### src/rtl/progmem_loader_pkg.sv
// Shared types for the program-RAM bulk loader: FSM state encoding and the
// status bit positions the visor status register maps onto.
package progmem_loader_pkg;

  typedef enum logic [1:0] {
    ST_IDLE  = 2'd0,
    ST_LO    = 2'd1,
    ST_HI    = 2'd2,
    ST_WRITE = 2'd3
  } loader_state_e;

  localparam int LOADER_STATUS_BUSY  = 0;
  localparam int LOADER_STATUS_DONE  = 1;
  localparam int LOADER_STATUS_ERROR = 2;
  localparam int LOADER_STATUS_W     = 3;

endpackage

### src/rtl/progmem_loader_if.sv
// Visor/UART-facing bus of the loader plus its RAM port A outputs.
// rx_valid is a one-cycle strobe with no back-pressure: the loader has no
// ready, so a byte offered when the FSM cannot take it is either ignored
// (IDLE) or flagged as an overrun (WRITE).
interface progmem_loader_if #(
  parameter int ADDR_WIDTH = 10
);
  import progmem_loader_pkg::*;

  logic                   start;
  logic [ADDR_WIDTH-1:0]  base_addr;
  logic [ADDR_WIDTH:0]    word_count;
  logic                   abort;
  logic [7:0]             rx_data;
  logic                   rx_valid;

  logic                   busy;
  logic                   done;
  logic                   error;
  logic [ADDR_WIDTH-1:0]  ram_addr;
  logic [15:0]            ram_data;
  logic                   ram_wren;
  logic [ADDR_WIDTH:0]    words_written;
  logic [15:0]            checksum;
  logic [LOADER_STATUS_W-1:0] status;
  loader_state_e          state;

  modport master (
    output start, base_addr, word_count, abort, rx_data, rx_valid,
    input  busy, done, error, ram_addr, ram_data, ram_wren,
           words_written, checksum, status, state
  );

  modport slave (
    input  start, base_addr, word_count, abort, rx_data, rx_valid,
    output busy, done, error, ram_addr, ram_data, ram_wren,
           words_written, checksum, status, state
  );
endinterface

### src/rtl/progmem_loader_timeout.sv
// Inter-byte watchdog: reloads while idle or cleared, counts down while
// running, and flags expiry on the last counted cycle. TIMEOUT_CYCLES=0 disables.
module progmem_loader_timeout #(
  parameter int TIMEOUT_CYCLES = 65535
) (
  input  logic clk,
  input  logic rst,
  input  logic i_run,
  input  logic i_clear,
  output logic o_expire
);
  localparam int TW = (TIMEOUT_CYCLES > 1) ? $clog2(TIMEOUT_CYCLES + 1) : 1;
  localparam logic [TW-1:0] LOAD_VAL = TW'(TIMEOUT_CYCLES);
  localparam logic          ENABLED  = (TIMEOUT_CYCLES > 0);

  logic [TW-1:0] r_count;

  always_ff @(posedge clk or posedge rst) begin
    if (rst) begin
      r_count <= LOAD_VAL;
    end else if (i_clear || !i_run) begin
      r_count <= LOAD_VAL;
    end else if (r_count != '0) begin
      r_count <= r_count - TW'(1);
    end
  end

  assign o_expire = ENABLED && i_run && !i_clear && (r_count == TW'(1));
endmodule

### src/rtl/progmem_loader.sv
// Bulk loader: packs little-endian UART bytes into 16-bit words and writes
// them to M9K port A at sequential, wrapping addresses with a running checksum.
module progmem_loader
  import progmem_loader_pkg::*;
#(
  parameter int ADDR_WIDTH     = 10,
  parameter int TIMEOUT_CYCLES = 65535
) (
  input  logic              sysclk,
  input  logic              sysreset,
  progmem_loader_if.slave   bus
);
  localparam logic [ADDR_WIDTH:0] REM_ONE = (ADDR_WIDTH + 1)'(1);

  loader_state_e          r_state;
  logic [ADDR_WIDTH-1:0]  r_addr;
  logic [ADDR_WIDTH:0]    r_remaining;
  logic [7:0]             r_lo;
  logic                   r_done;
  logic                   r_error;
  logic [ADDR_WIDTH-1:0]  r_ram_addr;
  logic [15:0]            r_ram_data;
  logic                   r_wren;
  logic [ADDR_WIDTH:0]    r_words;
  logic [15:0]            r_checksum;

  logic w_run;
  logic w_expire;

  assign w_run = (r_state == ST_LO) || (r_state == ST_HI);

  progmem_loader_timeout #(
    .TIMEOUT_CYCLES (TIMEOUT_CYCLES)
  ) loader_timeout (
    .clk      (sysclk),
    .rst      (sysreset),
    .i_run    (w_run),
    .i_clear  (bus.rx_valid),
    .o_expire (w_expire)
  );

  always_ff @(posedge sysclk or posedge sysreset) begin
    if (sysreset) begin
      r_state     <= ST_IDLE;
      r_addr      <= '0;
      r_remaining <= '0;
      r_lo        <= '0;
      r_done      <= 1'b0;
      r_error     <= 1'b0;
      r_ram_addr  <= '0;
      r_ram_data  <= '0;
      r_wren      <= 1'b0;
      r_words     <= '0;
      r_checksum  <= '0;
    end else begin
      r_wren <= 1'b0;
      case (r_state)
        ST_IDLE: begin
          // abort in the same cycle suppresses a start
          if (bus.start && !bus.abort) begin
            r_addr      <= bus.base_addr;
            r_remaining <= bus.word_count;
            r_done      <= (bus.word_count == '0);
            r_error     <= 1'b0;
            r_words     <= '0;
            r_checksum  <= '0;
            r_state     <= (bus.word_count == '0) ? ST_IDLE : ST_LO;
          end
        end
        ST_LO: begin
          if (bus.abort) begin
            r_state <= ST_IDLE;
          end else if (w_expire) begin
            r_error <= 1'b1;
            r_state <= ST_IDLE;
          end else if (bus.rx_valid) begin
            r_lo    <= bus.rx_data;
            r_state <= ST_HI;
          end
        end
        ST_HI: begin
          if (bus.abort) begin
            r_state <= ST_IDLE;
          end else if (w_expire) begin
            r_error <= 1'b1;
            r_state <= ST_IDLE;
          end else if (bus.rx_valid) begin
            r_ram_addr <= r_addr;
            r_ram_data <= {bus.rx_data, r_lo};
            r_wren     <= 1'b1;
            r_state    <= ST_WRITE;
          end
        end
        ST_WRITE: begin
          // the word on port A commits regardless of abort or overrun
          r_checksum  <= r_checksum + r_ram_data;
          r_words     <= r_words + REM_ONE;
          r_addr      <= r_addr + ADDR_WIDTH'(1);
          r_remaining <= r_remaining - REM_ONE;
          if (bus.abort) begin
            r_state <= ST_IDLE;
          end else if (bus.rx_valid) begin
            r_error <= 1'b1;
            r_state <= ST_IDLE;
          end else if (r_remaining == REM_ONE) begin
            r_done  <= 1'b1;
            r_state <= ST_IDLE;
          end else begin
            r_state <= ST_LO;
          end
        end
        default: r_state <= ST_IDLE;
      endcase
    end
  end

  assign bus.busy          = (r_state != ST_IDLE);
  assign bus.done          = r_done;
  assign bus.error         = r_error;
  assign bus.ram_addr      = r_ram_addr;
  assign bus.ram_data      = r_ram_data;
  assign bus.ram_wren      = r_wren;
  assign bus.words_written = r_words;
  assign bus.checksum      = r_checksum;
  assign bus.state         = r_state;

  always_comb begin
    bus.status = '0;
    bus.status[LOADER_STATUS_BUSY]  = (r_state != ST_IDLE);
    bus.status[LOADER_STATUS_DONE]  = r_done;
    bus.status[LOADER_STATUS_ERROR] = r_error;
  end
endmodule

### src/flat_wrapper.sv
// flat-port wrapper written by rule: the top's interface ports become plain ports
module progmem_loader_flat import progmem_loader_pkg::*;
#(
  parameter int ADDR_WIDTH     = 10,
  parameter int TIMEOUT_CYCLES = 65535
)
  (sysclk, sysreset, bus_start, bus_base_addr, bus_word_count, bus_abort, bus_rx_data, bus_rx_valid, bus_busy, bus_done, bus_error, bus_ram_addr, bus_ram_data, bus_ram_wren, bus_words_written, bus_checksum, bus_status, bus_state);
  progmem_loader_if #(.ADDR_WIDTH(ADDR_WIDTH)) bus_i ();
  input  logic sysclk;
  input  logic sysreset;
  input wire logic [$bits(bus_i.start)-1:0] bus_start;
  input wire logic [$bits(bus_i.base_addr)-1:0] bus_base_addr;
  input wire logic [$bits(bus_i.word_count)-1:0] bus_word_count;
  input wire logic [$bits(bus_i.abort)-1:0] bus_abort;
  input wire logic [$bits(bus_i.rx_data)-1:0] bus_rx_data;
  input wire logic [$bits(bus_i.rx_valid)-1:0] bus_rx_valid;
  output wire logic [$bits(bus_i.busy)-1:0] bus_busy;
  output wire logic [$bits(bus_i.done)-1:0] bus_done;
  output wire logic [$bits(bus_i.error)-1:0] bus_error;
  output wire logic [$bits(bus_i.ram_addr)-1:0] bus_ram_addr;
  output wire logic [$bits(bus_i.ram_data)-1:0] bus_ram_data;
  output wire logic [$bits(bus_i.ram_wren)-1:0] bus_ram_wren;
  output wire logic [$bits(bus_i.words_written)-1:0] bus_words_written;
  output wire logic [$bits(bus_i.checksum)-1:0] bus_checksum;
  output wire logic [$bits(bus_i.status)-1:0] bus_status;
  output wire logic [$bits(bus_i.state)-1:0] bus_state;
  assign bus_i.start = bus_start;
  assign bus_i.base_addr = bus_base_addr;
  assign bus_i.word_count = bus_word_count;
  assign bus_i.abort = bus_abort;
  assign bus_i.rx_data = bus_rx_data;
  assign bus_i.rx_valid = bus_rx_valid;
  assign bus_busy = bus_i.busy;
  assign bus_done = bus_i.done;
  assign bus_error = bus_i.error;
  assign bus_ram_addr = bus_i.ram_addr;
  assign bus_ram_data = bus_i.ram_data;
  assign bus_ram_wren = bus_i.ram_wren;
  assign bus_words_written = bus_i.words_written;
  assign bus_checksum = bus_i.checksum;
  assign bus_status = bus_i.status;
  assign bus_state = bus_i.state;
  progmem_loader #(.ADDR_WIDTH(ADDR_WIDTH), .TIMEOUT_CYCLES(TIMEOUT_CYCLES)) u_core (.sysclk(sysclk), .sysreset(sysreset), .bus(bus_i));
endmodule
### config.mk
export PLATFORM = sky130hd
export DESIGN_NAME = progmem_loader_flat
export DESIGN_NICKNAME = d
export VERILOG_FILES = /design/src/rtl/progmem_loader_pkg.sv /design/src/rtl/progmem_loader_if.sv /design/src/rtl/progmem_loader_timeout.sv /design/src/rtl/progmem_loader.sv /design/src/flat_wrapper.sv
export SDC_FILE = /design/constraint.sdc
export NUM_CORES = 1
export LEC_CHECK = 0
export BUFFER_PORTS_ARGS = -buffer_cell sky130_fd_sc_hd__buf_2
export CORE_MARGIN = 2
export CORE_UTILIZATION = 35
export DETAILED_ROUTE_END_ITERATION = 7
export PLACE_DENSITY_LB_ADDON = 0.12
export SYNTH_ARGS = -nofsm -noshare
export SYNTH_HDL_FRONTEND = slang
export SYNTH_SLANG_ARGS = --single-unit
export TNS_END_PERCENT = 20
### constraint.sdc
create_clock -name sysclk -period 3.68 [get_ports sysclk]
set_clock_uncertainty 0.15 [all_clocks]
set_input_delay 0.368 -clock sysclk [delete_from_list [all_inputs] [get_ports sysclk]]
set_output_delay 0.368 -clock sysclk [all_outputs]
set_load 0.02 [all_outputs]
## Word-level counts from Yosys, hierarchy flattened

Cells that the tools add are included.

- Word-level logic and storage cells: 91
- Bits in registers: 103
- Output and inout port bits: 62

- Reductions and logical operators: 21
- Bitwise logic cells: 2
- Add/subtract/negate cells: 5
- Equal/unequal tests: 14
- Muxes and demuxes: 37

Operators with widths:

| kind | count |
|---|---|
| 16-bit 2-to-1 mux | 3 |
| 11-bit one-hot mux with 2 select lines | 2 |
| 16-bit one-hot mux with 2 select lines | 1 |
| 11-bit 2-to-1 mux | 2 |
| 10-bit one-hot mux with 2 select lines | 1 |
| 2-bit 2-to-1 mux | 9 |
| 16-bit adder | 1 |
| 16-bit by 1-bit == test with 1-bit output (second input constant) | 1 |
| 16-bit nonzero test | 1 |
| 16-bit by 1-bit subtractor with 16-bit output (second input constant) | 1 |
| 1-bit 2-to-1 mux | 15 |
| 11-bit by 1-bit adder with 11-bit output (second input constant) | 1 |
| 11-bit by 1-bit == test with 1-bit output (second input constant) | 1 |
| 11-bit zero test | 1 |
| 11-bit by 1-bit subtractor with 11-bit output (second input constant) | 1 |
| 10-bit by 1-bit adder with 10-bit output (second input constant) | 1 |
| 10-bit 2-to-1 mux | 1 |
| 5-bit AND reduction | 2 |
| 2-bit != test (second input constant) | 4 |
| 4-bit != test (second input constant) | 2 |
| 2-bit one-hot mux with 4 select lines | 1 |
| 4-bit AND reduction | 2 |
| 2-bit by 1-bit != test with 1-bit output (second input constant) | 3 |
| 2-bit nonzero test | 3 |
| 12 further kinds | 19 |

## Depth between registers and ports, before layout

- Depth after elaboration: 7
- Gate-level depth with buffers: 10
- Mapped depth without buffers: 9

## Hierarchy

Synthesis repeated with hierarchy kept, for this count alone.

- Cells, all modules: 593
- Area total of the unflattened synthesis: 5758.0 µm²

By module, submodules not included:

| module | times used | area an instance (µm²) | sequential area each (µm²) | cells an instance |
|---|---|---|---|---|
| progmem_loader | 1 | 4798.4 | 2177.1 | 488 |
| progmem_loader_timeout | 1 | 959.7 | 420.4 | 105 |

## Worst setup path after synthesis

OpenSTA, ideal clock, no wires.

- Path type: reg2reg
- Start point: register u_core.r_state[0], in the netlist u_core.bus.state[0]
- End point: register u_core.loader_timeout.r_count[12]
- Cell stages (with the launch flop): 11
- Clock period less this slack: 2451 ps
- Required time: 3458 ps
- Library setup time: 72 ps
- Data arrival time: 2230 ps
- Path slack: 1229 ps
- Cells stage by stage: dfrtp_1 > inv_1 > ha_1 > nor2b_1 > clkbuf_1 > and3_1 > nand4_4 > and4_4 > buf_6 > and3_1 > o21ai_1

- Word-level cells in the longest chain between the ends: 5

RTL lines:

| item | line | text |
|---|---|---|
| start, declared | progmem_loader.sv:15 | `loader_state_e r_state;` |
| start signal, assigned | progmem_loader.sv:67 | `r_state <= (bus.word_count == '0) ? ST_IDLE : ST_LO;` |
| 2-bit by 1-bit == test with 1-bit output or 2-bit == test (tied branches) | progmem_loader.sv:30 | `assign w_run = (r_state == ST_LO) \|\| (r_state == ST_HI);` |
| 1-bit logical OR (*) | progmem_loader.sv:30 |  |
| 1-bit zero test (*) | progmem_loader_timeout.sv:21 | `end else if (i_clear \|\| !i_run) begin` |
| 1-bit logical OR (*) | progmem_loader_timeout.sv:21 |  |
| 16-bit 2-to-1 mux or 2-bit nonzero test (tied branches) | -- |  |
| end signal, assigned | progmem_loader_timeout.sv:24 | `r_count <= r_count - TW'(1);` |
| end, declared | progmem_loader_timeout.sv:16 | `logic [TW-1:0] r_count;` |

Mark *: on every way between the ends. The rest lies on a longest branch, timed or not.
A chain may end at the register's enable or synchronous reset.

## Worst setup path after layout

- Start point: register u_core.r_state[1], in the netlist u_core.bus.state[1]
- End point: register u_core.r_remaining[7]

- Word-level cells in the longest chain between the ends: 3

RTL lines:

| item | line | text |
|---|---|---|
| 2-bit zero test or 2-bit == test (tied branches) | progmem_loader.sv:57 | `case (r_state)` |
| 2-bit by 1-bit != test with 1-bit output (no line) or 2-bit nonzero test (tied branches) | -- |  |
| 2-bit AND reduction (no line) | -- |  |
| end signal, assigned | progmem_loader.sv:62 | `r_remaining <= bus.word_count;` |
| end signal, assigned | progmem_loader.sv:99 | `r_remaining <= r_remaining - REM_ONE;` |
| end, declared | progmem_loader.sv:17 | `logic [ADDR_WIDTH:0] r_remaining;` |

Parallel ways exist; a longest one is shown, timed or not.

==> metrics.md <==
| Metric | Value |
|---|---|
| Status | `finished clean` |
| Global placer's final weighted congestion | `around 0.9` |
| Slew HR | `0.214` |
| Clk slew on worst S/H paths | `0.08 ns` |
| CP startpoint | `u_core.bus.state[1]` |
| Syn. warnings | `0` |
| Final cell count without fillers | `approximately 890` |
| RSZ-0062 raised after global routing | `false` |
| CP max FO | `20` |
| Yosys cell types | `65` |
| Dpl ws | `0.968 ns` |
| Layout cell share with drive strength beyond 1 | `0.264` |
| Chip Height | `131 um` |
| Largest net degree at the start of global routing | `50` |
| Fill count | `1598` |
| Setup CP Type | `register to register` |
| Vias in the first global route | `4608` |
| Cell count after placement | `between 800 and 900` |
| Fin Setup TNS | `0 ns` |
| Critical path cell sequence | `inv_1 -> ha_1 -> nand2_1 -> o21ai_2 -> buf_4 -> a21oi_1 -> o22a_1` |
| Final Worst Setup Slack | `0.980 ns` |
| Area grow syn2layout | `18.2%` |
| #FFs+latches synth | `103` |
| Worst EP arrival | `2.79 ns` |
| Final ANT Viol Nets | `0` |
| EDFF count, synth | `0` |
| Max Fclk | `0.370 GHz` |
| WP data required | `3.77 ns` |
| Via count | `about 4.8k` |
| Initial antenna violation count | `0` |
| Final #Nets | `735` |
| Worst Tran Pin Value | `1.17 ns` |
| Clk sink count | `103` |
| CTS root buf | `clkbuf_16` |
| Nature of the critical path endpoint | `register` |
| Mapped Area | `5680 sq um` |
| Hold Crit Class | `input port to register` |
| Max-slew violations | `0` |
| CP max-delay cell | `o21ai_2` |
| PwrDens | `728 nW/um^2` |
| Lkg Pwr | `approximately 3.2 nW` |
| H-tree depth | `3` |
| CTS Buf Count | `9` |
| Die area | `17300 sq um` |
| Endpoints failing setup | `0` |
| Sequential fraction of the synthesis area | `0.457` |
| Worst-Skew Late Latency | `around 0.35 ns` |
| VDD IR-drop max | `0.382 mV` |
| Period utilization | `0.734` |
| Syn avg cell area | `9.79 sq um` |
| Routed vias/inst | `5.36` |
| Core Rows | `46` |
| CORE AREA | `about 16000 sq um` |
| Largest stage delay on the critical path | `0.51 ns` |
| Max Cap Violations | `0` |
| Post-DP HPWL | `10900 um` |
| Final WL | `15200 um` |
| Final Hold Fails | `0` |
| Post-DP Area | `6400 sq um` |
| Remaining Overflow, GRT | `0` |
| Die Wd | `131 um` |
| Starting Density | `0.357` |
| Routed wire length per instance | `around 17 um` |
| First-pass GRT wire length | `24500 um` |
| ANT cells | `0` |
| Final min period | `2.70 ns` |
| Post-Synthesis Cells | `a little under 600` |
| Final instance area | `6710 sq um` |
| GRT Util Overall | `0.176` |
| Asr flop ratio synth | `1.00` |
| Synth Flop Type | `dfrtp_1` |
| CP startpoint kind | `register` |
| Iter 0 DRT Violations | `between 300 and 400` |
| Finished Core Util | `0.423` |
| Clk buf depth | `2` |
| Pre-antenna DRT Iters | `5` |
| DRC | `0` |
| # IOs | `96` |
| Post-cts gate resize count | `0` |
| Worst r2r src | `u_core.bus.state[1]` |
| Hold Startpoint | `bus_rx_data[5]` |
| CTS tree | `yes` |
| Synthesized Nets | `642` |
| I/O Buffers | `between 90 and 100` |
Yosys cell counts (2+ instances only):
master     instances  area share
mux2i_1            7       0.012
a31oi_1            5      0.0055
nand4_1           15       0.017
o21ai_0           31       0.027
xnor2_1            4      0.0062
a32o_1             5      0.0088
nand2_1           57       0.038
nand3b_1           2      0.0026
a21oi_1           44       0.039
o21a_1             6      0.0079
xor2_1            14       0.022
mux2_2            31       0.061
dfrtp_1           87        0.38
a22o_1             4      0.0062
nor4_1             6      0.0066
inv_1             22       0.015
o21bai_1           2      0.0026
nor2_1            43       0.028
nand2b_1           4      0.0044
nand4b_1           2      0.0031
or3_1              9      0.0099
dfstp_2           16       0.074
nor2b_1            3      0.0033
clkbuf_1          19       0.013
o22ai_1           10       0.011
and3_1            16       0.018
o2111ai_1          2      0.0031
nand3_1           17       0.015
ha_1              27       0.059
a21o_1             5      0.0066
buf_4              3      0.0040
or4_1              2      0.0026
o221a_2            2      0.0040
o211ai_1           5      0.0066
nor3_1            11      0.0097
o31ai_1            6      0.0079
o21ai_1            8      0.0071
layer usage:
metal	GRT usage	vias up	wire length [um]
li1	-	2312	-
met1	0.242	2331	7210
met2	0.283	131	7120
met3	0.0351	16	722
met4	0.0495	0	176
met5	0	-	0
timing repair:
item | 4_1_cts | 5_1_grt
endpoints found under the hold margin | 43 | 0
endpoints found under the setup margin | 0 | 0
setup buffers | 0 | 0
hold buffers | 1 | 0
worst paths after layout:
check | endpoint | slack (ns) | cells after the start
worst min register to register | u_core.bus.ram_addr[4] | 0.33 | 2
worst min-delay path | u_core.bus.ram_data[13] | 0.11 | 2
worst max register to register | u_core.r_remaining[7] | 0.98 | 7
worst max-delay path | u_core.r_remaining[7] | 0.98 | 7
max in group asynchronous | u_core.loader_timeout.r_count[12] | 2.02 | 4
min in group asynchronous | u_core.bus.ram_data[14] | 0.50 | 3
area by class of cell:
cell class                      count  area (sq um)  share of cell area
Multi-Input combinational cell    430          2890               0.430
Timing Repair Buffer              106           561              0.0835
Sequential cell                   103          2600               0.387
Clock inverter                      5          63.8             0.00951
Clock buffer                       11           243              0.0362
Inverter                           23          88.8              0.0132
Tap cell                          216           270              0.0403
power breakdown:
group	internal (W)	switching, W	leakage [nW]
Clock	0.000554	0.000458	0.147
Combinational	0.000791	0.00126	1.78
Sequential	0.00149	0.000331	1.26
worst max-delay path: cells and delay by family, from the launching register on:
| kind | cells | cell delay [ns] |
|---|---|---|
| flops | 1 | 0.42 |
| fa+ha+maj | 1 | 0.41 |
| compound gates | 3 | 0.75 |
| buf+inv | 2 | 0.47 |
| simple gates | 1 | 0.39 |
metrics by stage:
stage,total power (W),hold slack [ns]
finish,0.00489,0.108
global route,0.00525,0.106
CTS,0.00493,0.0974
detailed placement,0.00390,0.318
global placement,0.00388,0.312
floorplan,0.00324,0.294
flip-flops by register name, indices dropped and copies added (netlist names):
| name | count |
|---|---|
| u_core.r_addr | 10 |
| u_core.bus.error | 1 |
| u_core.r_lo | 8 |
| u_core.bus.ram_addr | 10 |
| u_core.bus.done | 1 |
| u_core.bus.ram_data | 16 |
| u_core.bus.checksum | 16 |
| u_core.bus.state | 2 |
| u_core.loader_timeout.r_count | 16 |
| u_core.bus.ram_wren | 1 |
| u_core.r_remaining | 11 |
| u_core.bus.words_written | 11 |
cell families (layout without fill, tap and decap cells):
logic type,after synthesis,in the layout,synth area share
buf+inv,47,145,0.0344
simple gates,195,195,0.175
mux,38,38,0.0738
flops,103,103,0.457
compound gates,151,151,0.168
xor+xnor,18,18,0.0278
fa+ha+maj,28,28,0.0630
cell usage in the layout, fill, tap and decap left out, types with 7 or more instances in the layout:
cell / netlist / layout
buf_2: 0 / 95
dfrtp_1: 87 / 87
nand2_1: 57 / 57
a21oi_1: 44 / 44
nor2_1: 43 / 43
o21ai_0: 31 / 31
mux2_2: 31 / 31
ha_1: 27 / 27
inv_1: 22 / 21
nand3_1: 17 / 17
and3_1: 16 / 16
dfstp_2: 16 / 16
nand4_1: 15 / 15
xor2_1: 14 / 14
nor3_1: 11 / 11
o22ai_1: 10 / 10
buf_4: 3 / 10
or3_1: 9 / 9
clkbuf_16: 0 / 9
o21ai_1: 8 / 7
mux2i_1: 7 / 7
Note: power is estimated with default switching activity, not from simulation.
